## config.mk

```make
export PLATFORM = sky130hd
export DESIGN_NAME = axis_pkt_master
export DESIGN_NICKNAME = d
export VERILOG_FILES = /design/src/rtl/axis_pkt_master.sv
export SDC_FILE = /design/constraint.sdc
export NUM_CORES = 1
export LEC_CHECK = 0
export BUFFER_PORTS_ARGS = -buffer_cell sky130_fd_sc_hd__buf_2
export CORE_MARGIN = 2
export CORE_UTILIZATION = 55
export DETAILED_ROUTE_END_ITERATION = 12
export MAX_ROUTING_LAYER = met4
export PLACE_DENSITY_LB_ADDON = 0.2
export SKIP_LAST_GASP = 1
export SLEW_MARGIN = 20
export SYNTH_ARGS = -nofsm -noshare
export SYNTH_HDL_FRONTEND = slang
export SYNTH_SLANG_ARGS = --single-unit
```

## constraint.sdc

```tcl
create_clock -name clk -period 3.6 [get_ports clk]
set_input_delay 0.54 -clock clk [delete_from_list [all_inputs] [get_ports clk]]
set_output_delay 0.54 -clock clk [all_outputs]
set_load 0.005 [all_outputs]
```

## src/rtl/axis_pkt_master.sv

```systemverilog
// AXI-Stream packet source: one packet per accepted command, incrementing data
// from the command seed, m_tlast on the final beat. Every output is registered.
module axis_pkt_master #(
  parameter int DATA_W = 32,
  parameter int LEN_W  = 16,
  parameter int CNT_W  = 16
) (
  input  logic              clk,
  input  logic              rst,
  input  logic              start,
  input  logic [LEN_W-1:0]  pkt_len,
  input  logic [DATA_W-1:0] seed,
  output logic              busy,
  output logic              done,
  output logic [LEN_W-1:0]  beat_idx,
  output logic [CNT_W-1:0]  pkt_count,
  output logic [DATA_W-1:0] m_tdata,
  output logic              m_tvalid,
  output logic              m_tlast,
  input  logic              m_tready
);

  typedef enum logic {IDLE, SEND} state_t;

  state_t            state, state_nx;
  logic [LEN_W-1:0]  rem, rem_nx, idx_nx;
  logic [DATA_W-1:0] data_nx;
  logic [CNT_W-1:0]  cnt_nx;
  logic              last_nx, valid_nx, busy_nx, done_nx;
  logic              hs;

  assign hs = m_tvalid & m_tready;

  always_ff @(posedge clk or negedge rst) begin
    if (!rst) begin
      state     <= IDLE;
      rem       <= '0;
      m_tdata   <= '0;
      beat_idx  <= '0;
      m_tlast   <= 1'b0;
      m_tvalid  <= 1'b0;
      busy      <= 1'b0;
      done      <= 1'b0;
      pkt_count <= '0;
    end else begin
      state     <= state_nx;
      rem       <= rem_nx;
      m_tdata   <= data_nx;
      beat_idx  <= idx_nx;
      m_tlast   <= last_nx;
      m_tvalid  <= valid_nx;
      busy      <= busy_nx;
      done      <= done_nx;
      pkt_count <= cnt_nx;
    end
  end

  always_comb begin
    state_nx = state;
    rem_nx   = rem;
    data_nx  = m_tdata;
    idx_nx   = beat_idx;
    last_nx  = m_tlast;
    valid_nx = m_tvalid;
    busy_nx  = busy;
    done_nx  = 1'b0;
    cnt_nx   = pkt_count;
    case (state)
      IDLE: begin
        // zero-length commands are dropped without any visible effect
        if (start && pkt_len != '0) begin
          rem_nx   = pkt_len;
          data_nx  = seed;
          idx_nx   = '0;
          last_nx  = (pkt_len == LEN_W'(1));
          valid_nx = 1'b1;
          busy_nx  = 1'b1;
          state_nx = SEND;
        end
      end
      SEND: begin
        if (hs) begin
          if (m_tlast) begin
            valid_nx = 1'b0;
            last_nx  = 1'b0;
            busy_nx  = 1'b0;
            done_nx  = 1'b1;
            cnt_nx   = pkt_count + CNT_W'(1);
            state_nx = IDLE;
          end else begin
            // rem counts the presented beat too, so 2 left means the next is last
            data_nx = m_tdata + DATA_W'(1);
            idx_nx  = beat_idx + LEN_W'(1);
            rem_nx  = rem - LEN_W'(1);
            last_nx = (rem == LEN_W'(2));
          end
        end
      end
      default: state_nx = IDLE;
    endcase
  end

endmodule

```

==> results of run 1 <==
==> cells in the final DEF (no fill, tap or decap), types with 4 or more instances in the layout <==
cell type / instances
o22ai_1: 9
nand4_1: 22
or3_1: 5
inv_1: 11
a221o_1: 13
and3_1: 12
o21ai_0: 14
a21oi_1: 23
buf_4: 8
nor3_1: 19
mux2i_1: 5
nand3_1: 27
nor2_1: 49
o32ai_1: 11
nand2_1: 48
clkbuf_8: 9
dfrtp_1: 84
xor2_1: 17
o211ai_1: 4
xnor2_1: 21
a31oi_1: 6
o221a_2: 6
ha_1: 5
and4_1: 6
o21ai_1: 4
nor4_1: 9
buf_2: 118
==> sequential cells by signal, indices dropped and copies added, names as in the netlist <==
register	flops
m_tdata	32
beat_idx	16
pkt_count	16
rem	16
done	1
m_tlast	1
m_tvalid	1
state	1
==> cell families (layout without fill, tap and decap cells) <==
logic type	count (synthesis)	count (layout)
and+or+nand+nor	227	227
buffers and inverters	44	156
DFF	84	84
AOI/OAI and AO/OA	112	112
adders and majority gates	5	5
xor gates and xnor gates	38	38
muxes	7	7
==> path summary, 6_finish.rpt <==
| path | start | to | slack [ns] | cells past startpoint |
|---|---|---|---|---|
| worst max-delay path | m_tlast | m_tdata[24] | 1.29 | 5 |
| worst min-delay path | rst | m_tdata[3] | 0.23 | 1 |
| worst max register to register | m_tlast | m_tdata[24] | 1.29 | 5 |
| worst min register to register | pkt_count[15] | pkt_count[15] | 0.46 | 1 |
| max in group asynchronous | rst | rem[3] | 2.84 | 1 |
| min in group clk | seed[20] | m_tdata[20] | 0.42 | 3 |
==> routing by layer <==
metal / wire length [um] / GRT usage (%)
met5: 0 / -
met4: 137 / 7.799
met3: 744 / 4.653
met2: 6268 / 44.26
met1: 5663 / 37.94
==> power by group through the flow <==
stage / clock network [mW] / logic, mW / registers [mW]
floorplan: 0 / 0.457 / 1.30
global placement: 0 / 0.668 / 1.34
detailed placement: 0 / 0.685 / 1.36
CTS: 0.757 / 0.690 / 1.34
global route: 0.803 / 0.771 / 1.38
finish: 0.744 / 0.690 / 1.35
==> area by class of cell <==
cell class,instances,area (um2),area share [%]
tap,108,135.1,2.366
clock buffer,10,127.6,2.235
multi-input combinational,389,2546,44.59
timing repair buffer,127,661.9,11.59
sequential,84,2102,36.81
inverter,13,48.80,0.8545
clock inverter,6,88.84,1.556
==> worst max-delay path: cells and delay by family (launching register included) <==
kind	cells	cell delay [ns]
flip-flops	1	0.43
AND/OR/NAND/NOR	3	1.43
AO/OA/AOI/OAI	2	0.32
==> results.yml, run 1 <==
layout:
  drive_gt1_share_pct: 27.03
  instances_no_fill: 737
  fill_cells: 719
  final_util_pct: 66.13
  antenna_cells: 0
  layout.nets: 681
  design_area_um2: 5710
  area_growth_pct: 17.78
logic_synthesis:
  syn_avg_cell_area_um2: 9.378
  synth_area_um2: 4848
  synth_warnings: 0
  synth_top_family_by_area: "simple AND/OR/NAND/NOR gates"
  synth-compound-area-share_pct: 16.72
  yosys-top-cells-area: "dfrtp_1 (43%), nor2_1 (3.8%), xnor2_1 (3.8%)"
  ys_top_cells_by_count: "dfrtp_1 (84), nor2_1 (49), nand2_1 (48)"
  synthSimpleGateAreaFrac_pct: 25.73
  yosys.area_share.adder_pct: 1.290
  ys.flop_type: "dfrtp_1"
  post_synth_num_cell_types: 69
  syn_inst: 517
  synth_top_area_share_pct: 43.35
  seq_area_frac_synth_pct: 43.35
  synth-edff-count: 0
  synth_largest_area_cell: "dfrtp_1"
  synth_fp_nets: 574
  synth_xor_area_share_pct: 6.865
  muxShareOfSynthArea_pct: 1.497
  synth-seq-cells: 84
  synth_most_common_cell: "dfrtp_1"
  async_flop_share_pct: 100.0
clock_tree:
  post-cts-setup-buffer-count: 0
  cts.reportedPaths.clkPinSlew_ns: 0.09
  numCtsBuffers: 9
  hold_buffers: 0
  cts.path.max_buffers: 2
  clock_latency_ns: 0.36
  ctsResizeCount: 0
  clock-root-buffer: "clkbuf_8"
  htreeDepth: 3
  cts_tree: "done"
  clkSinkCount: 84
floorplan:
  initial_core_util_pct: 56.14
  die_width_um: 97.89
  io_pins: 120
  die_h_um: 97.89
  num_rows: 34
  dieArea_um2: 9582
  design.core.area_um2: 8636
worst_hold_path:
  worstHoldPathType: "input pin to async pin"
critical_path:
  crit_type: "flop to flop"
  crit_fanout: 16
  cpPeakStageDelay_ns: 0.63
  cp-start-kind: "flop"
  cpMaxStageDelayCell: "nand4b_2"
  arrival_ns: 2.55
  required_ns: 3.83
  crit_chain: "nand4b_2 > nor4_4 > nand3_1 > o211ai_1 > o311ai_1"
  cp-end-kind: "flop"
timing:
  post-route-period-util_pct: 64.22
  tns_ns: 0
  tightest_slew_ns: 0.7700
  maxSlewViolCount: 0
  relSlewSlack_pct: 48.67
  hold_viol_final: 0
  timing.final.crit_period_ns: 2.312
  holdWs_ns: 0.2278
  setup_viol: 0
  fin_ws_ns: 1.288
  fmax_mhz: 432.5
  skew_ns: 0.01120
  rsz0062_at_grt: "no"
placement:
  portBuffers: 119
  placed_cell_area_um2: 5483
  numPlacedInstances: 721
  dpl.hpwl_um: 8735
  place_ws_ns: 1.034
  gp_congestion: 0.8295
pwr:
  p_total_mw: 2.783
  power.switching_mw: 0.9604
  p_leak_nw: 2.610
  power.internal_mw: 1.823
  pwr-share-seq_pct: 48.5
  p_comb_share_pct: 24.8
  switching_share_pct: 34.50
  power_density_nw_per_um2: 487.4
  ir_worst_vdd_mv: 0.2478
  clock_power_share_pct: 26.7
route:
  ant_nets: 0
  via_per_inst: 6.122
  drt_iter0_drc: 266
  drc: 0
  vias: 4512
  drt_wl_total_um: 12810
  routedWlPerCell_um: 17.39
  dr.pass1.iters: 4
global_routing:
  grt_max_degree: 85
  grt_pass1_vias: 4310
  grt_usage_pct: 28.10
  antenna_found_initial: 0
  overflow: 0
  grt_pass1_wl_um: 21480
flow_run:
  cap_violations: 0
run_status:
  outcome: "finished, final reports clean"
Power figures use the tool's default switching activity.
==> run 2, diff against run 1 <==
--- a/config.mk
+++ b/config.mk
@@ -5,6 +5,7 @@
 export SDC_FILE = /design/constraint.sdc
 export NUM_CORES = 1
 export LEC_CHECK = 0
+export ABC_AREA = 1
 export BUFFER_PORTS_ARGS = -buffer_cell sky130_fd_sc_hd__buf_2
 export CORE_MARGIN = 2
 export CORE_UTILIZATION = 55
==> constraint.sdc (replaced) <==
create_clock -name clk -period 2.3 [get_ports clk]
set_input_delay 0.345 -clock clk [delete_from_list [all_inputs] [get_ports clk]]
set_output_delay 0.345 -clock clk [all_outputs]
set_load 0.005 [all_outputs]
==> run 2 against run 1 <==
First-iteration DRC count rose by 4.5%; worst hold slack got worse by 0.039 ns; highest routed layer unchanged; setup slack worse by 0.75 ns; routed wire length is 17% higher; critical path depth increased by 2; clock skew is 0.00087 ns lower; sequential share of layout area fell by 4.7 points; global-route usage rose by 0.74 points; critical path type unchanged; via count is 28% higher; utilization down 1.5 points.
==> results.yml, run 2 <==
run_status:
  outcome: "finished, final reports clean"
clock_tree:
  clkSinkCount: 84
  numCtsBuffers: 9
  cts.path.max_buffers: 2
  cts.reportedPaths.clkPinSlew_ns: 0.09
  htreeDepth: 3
  post-cts-setup-buffer-count: 0
  clock-root-buffer: "clkbuf_8"
  clock_latency_ns: 0.38
  cts_tree: "done"
  ctsResizeCount: 0
logic_synthesis:
  synth_warnings: 0
  muxShareOfSynthArea_pct: 0.3754
  synth_top_family_by_area: "simple AND/OR/NAND/NOR gates"
  syn_inst: 858
  seq_area_frac_synth_pct: 37.10
  ys_top_cells_by_count: "nand2_1 (310), nor2_1 (107), nand3_1 (88)"
  synth_xor_area_share_pct: 3.246
  synth-compound-area-share_pct: 6.824
  synth_top_area_share_pct: 37.10
  ys.flop_type: "dfrtp_1"
  synth_most_common_cell: "nand2_1"
  post_synth_num_cell_types: 40
  yosys-top-cells-area: "dfrtp_1 (37%), nand2_1 (21%), nand3_1 (7.8%)"
  async_flop_share_pct: 100.0
  synth_fp_nets: 915
  syn_avg_cell_area_um2: 6.603
  synthSimpleGateAreaFrac_pct: 43.71
  synth-seq-cells: 84
  synth_area_um2: 5665
  synth_largest_area_cell: "dfrtp_1"
  synth-edff-count: 0
  yosys.area_share.adder_pct: 1.104
pwr:
  ir_worst_vdd_mv: 0.6876
  power_density_nw_per_um2: 1034
  p_leak_nw: 3.291
global_routing:
  grt_pass1_wl_um: 25240
  grt_max_degree: 47
  overflow: 0
  grt_usage_pct: 28.84
  antenna_found_initial: 0
  grt_pass1_vias: 5374
critical_path:
  arrival_ns: 2.01
  r2r_cells: 7
  cp-end-kind: "flop"
  required_ns: 2.56
  crit_fanout: 5
  cp-start-kind: "flop"
  crit_type: "flop to flop"
placement:
  portBuffers: 119
  gp_congestion: 0.9846
  dpl.hpwl_um: 11250
  place_ws_ns: 0.3133
floorplan:
  dieArea_um2: 11130
  die_width_um: 105.5
  num_rows: 37
  design.core.area_um2: 10140
  initial_core_util_pct: 55.88
  die_h_um: 105.5
  io_pins: 120
route:
  vias: 5788
  drt_wl_total_um: 14980
  ant_nets: 0
  drt_iter0_drc: 278
  routedWlPerCell_um: 13.45
  via_per_inst: 5.196
  drc: 0
  dr.pass1.iters: 5
timing:
  tightest_slew_ns: 0.4818
  fin_ws_ns: 0.5420
  fmax_mhz: 568.8
  relSlewSlack_pct: 67.88
  timing.final.crit_period_ns: 1.758
  rsz0062_at_grt: "no"
  post-route-period-util_pct: 76.44
  hold_viol_final: 0
  setup_viol: 0
  tns_ns: 0
  skew_ns: 0.01033
  maxSlewViolCount: 0
flow_run:
  cap_violations: 0
worst_hold_path:
  worstHoldPathType: "input pin to flop"
  hold_path_depth: 3
layout:
  area_growth_pct: 15.70
  drive_gt1_share_pct: 18.81
  final_cell_mix: "nand2_1 (310), buf_2 (118), nor2_1 (107), nand3_1 (88), dfrtp_1 (83)"
  regMostFlops: "m_tdata"
  final_common_cell: "nand2_1"
  layout.nets: 1030
  antenna_cells: 0
  largest_reg_flops: 32
[run 2: cell count changes after synthesis, sizes merged, moves of 13 or more]
cell,before,now
nand2,48,316
nor2,49,119
inv,12,77
nand3,29,90
o21ai,19,55
xnor2,21,5
a21oi,23,9
a221o,13,0
[run 2: worst paths after layout]
| path | startpoint | end | slack [ns] |
|---|---|---|---|
| max reg2reg | m_tdata[0] | m_tdata[18] | 0.54 |
| min reg2reg | pkt_count[15] | pkt_count[15] | 0.50 |
| min in group asynchronous | rst | m_tdata[6] | 0.45 |
| max | m_tdata[0] | m_tdata[18] | 0.54 |
| min | seed[25] | m_tdata[25] | 0.19 |
| max in group asynchronous | rst | state | 1.25 |
[run 2: area by class of cell]
class,instances,area (um2)
fillers,991,3583
repair buffers,128,680.7
multi-input cells,672,3131
well taps,136,170.2
flip-flops and latches,84,2103
clock buffers,9,123.9
clock inverters,7,51.30
inverters,78,295.3
[run 2: worst max-delay path: stages, from the launching register on]
cell and delay, ns:
dfrtp_1 0.43, ha_1 0.24, nand3_1 0.20, nor2_2 0.29, and3_1 0.24, nand3_1 0.07, nand3_1 0.09, nand3_1 0.07
[run 2: report_power, final]
group          internal (mW)  switching (mW)
logic                   1.18            2.02
clock network          0.400           0.596
registers               1.94           0.636
[run 2: metal layers]
metal / global-route usage, % / vias to the layer above / wire [um]
li1: - / 2961 / -
met1: 39.17 / 2605 / 6935
met2: 44.24 / 186 / 6804
met3: 3.896 / 36 / 836
met4: 10.90 / 0 / 401
met5: - / - / 0
[run 2: cells by family after synthesis]
logic type,after synthesis
AOI/OAI and AO/OA,72
xor gates and xnor gates,21
adders and majority gates,5
muxes,2
DFF,84
and+or+nand+nor,572
buffers and inverters,102
[run 2: metrics by stage]
stage          power (mW)  area (um2)  instances  hold WS (ns)  util [%]
2_1_floorplan       4.778        5665        858       0.04941         -
3_3_place_gp        5.726        6370       1097        0.3160     62.83
3_5_place_dp        5.779        6370       1097        0.3140     62.83
4_1_cts             6.778        6555       1114        0.1875     64.66
5_1_grt             7.444        6555       1114        0.2000     64.66
6_report            6.775        6555       1114        0.1886     64.66
[run 2: what timing repair did]
item | CTS | global route
endpoints found under the hold margin | 30 | 0
setup endpoints to repair | 0 | 0
hold buffers | 1 | 0
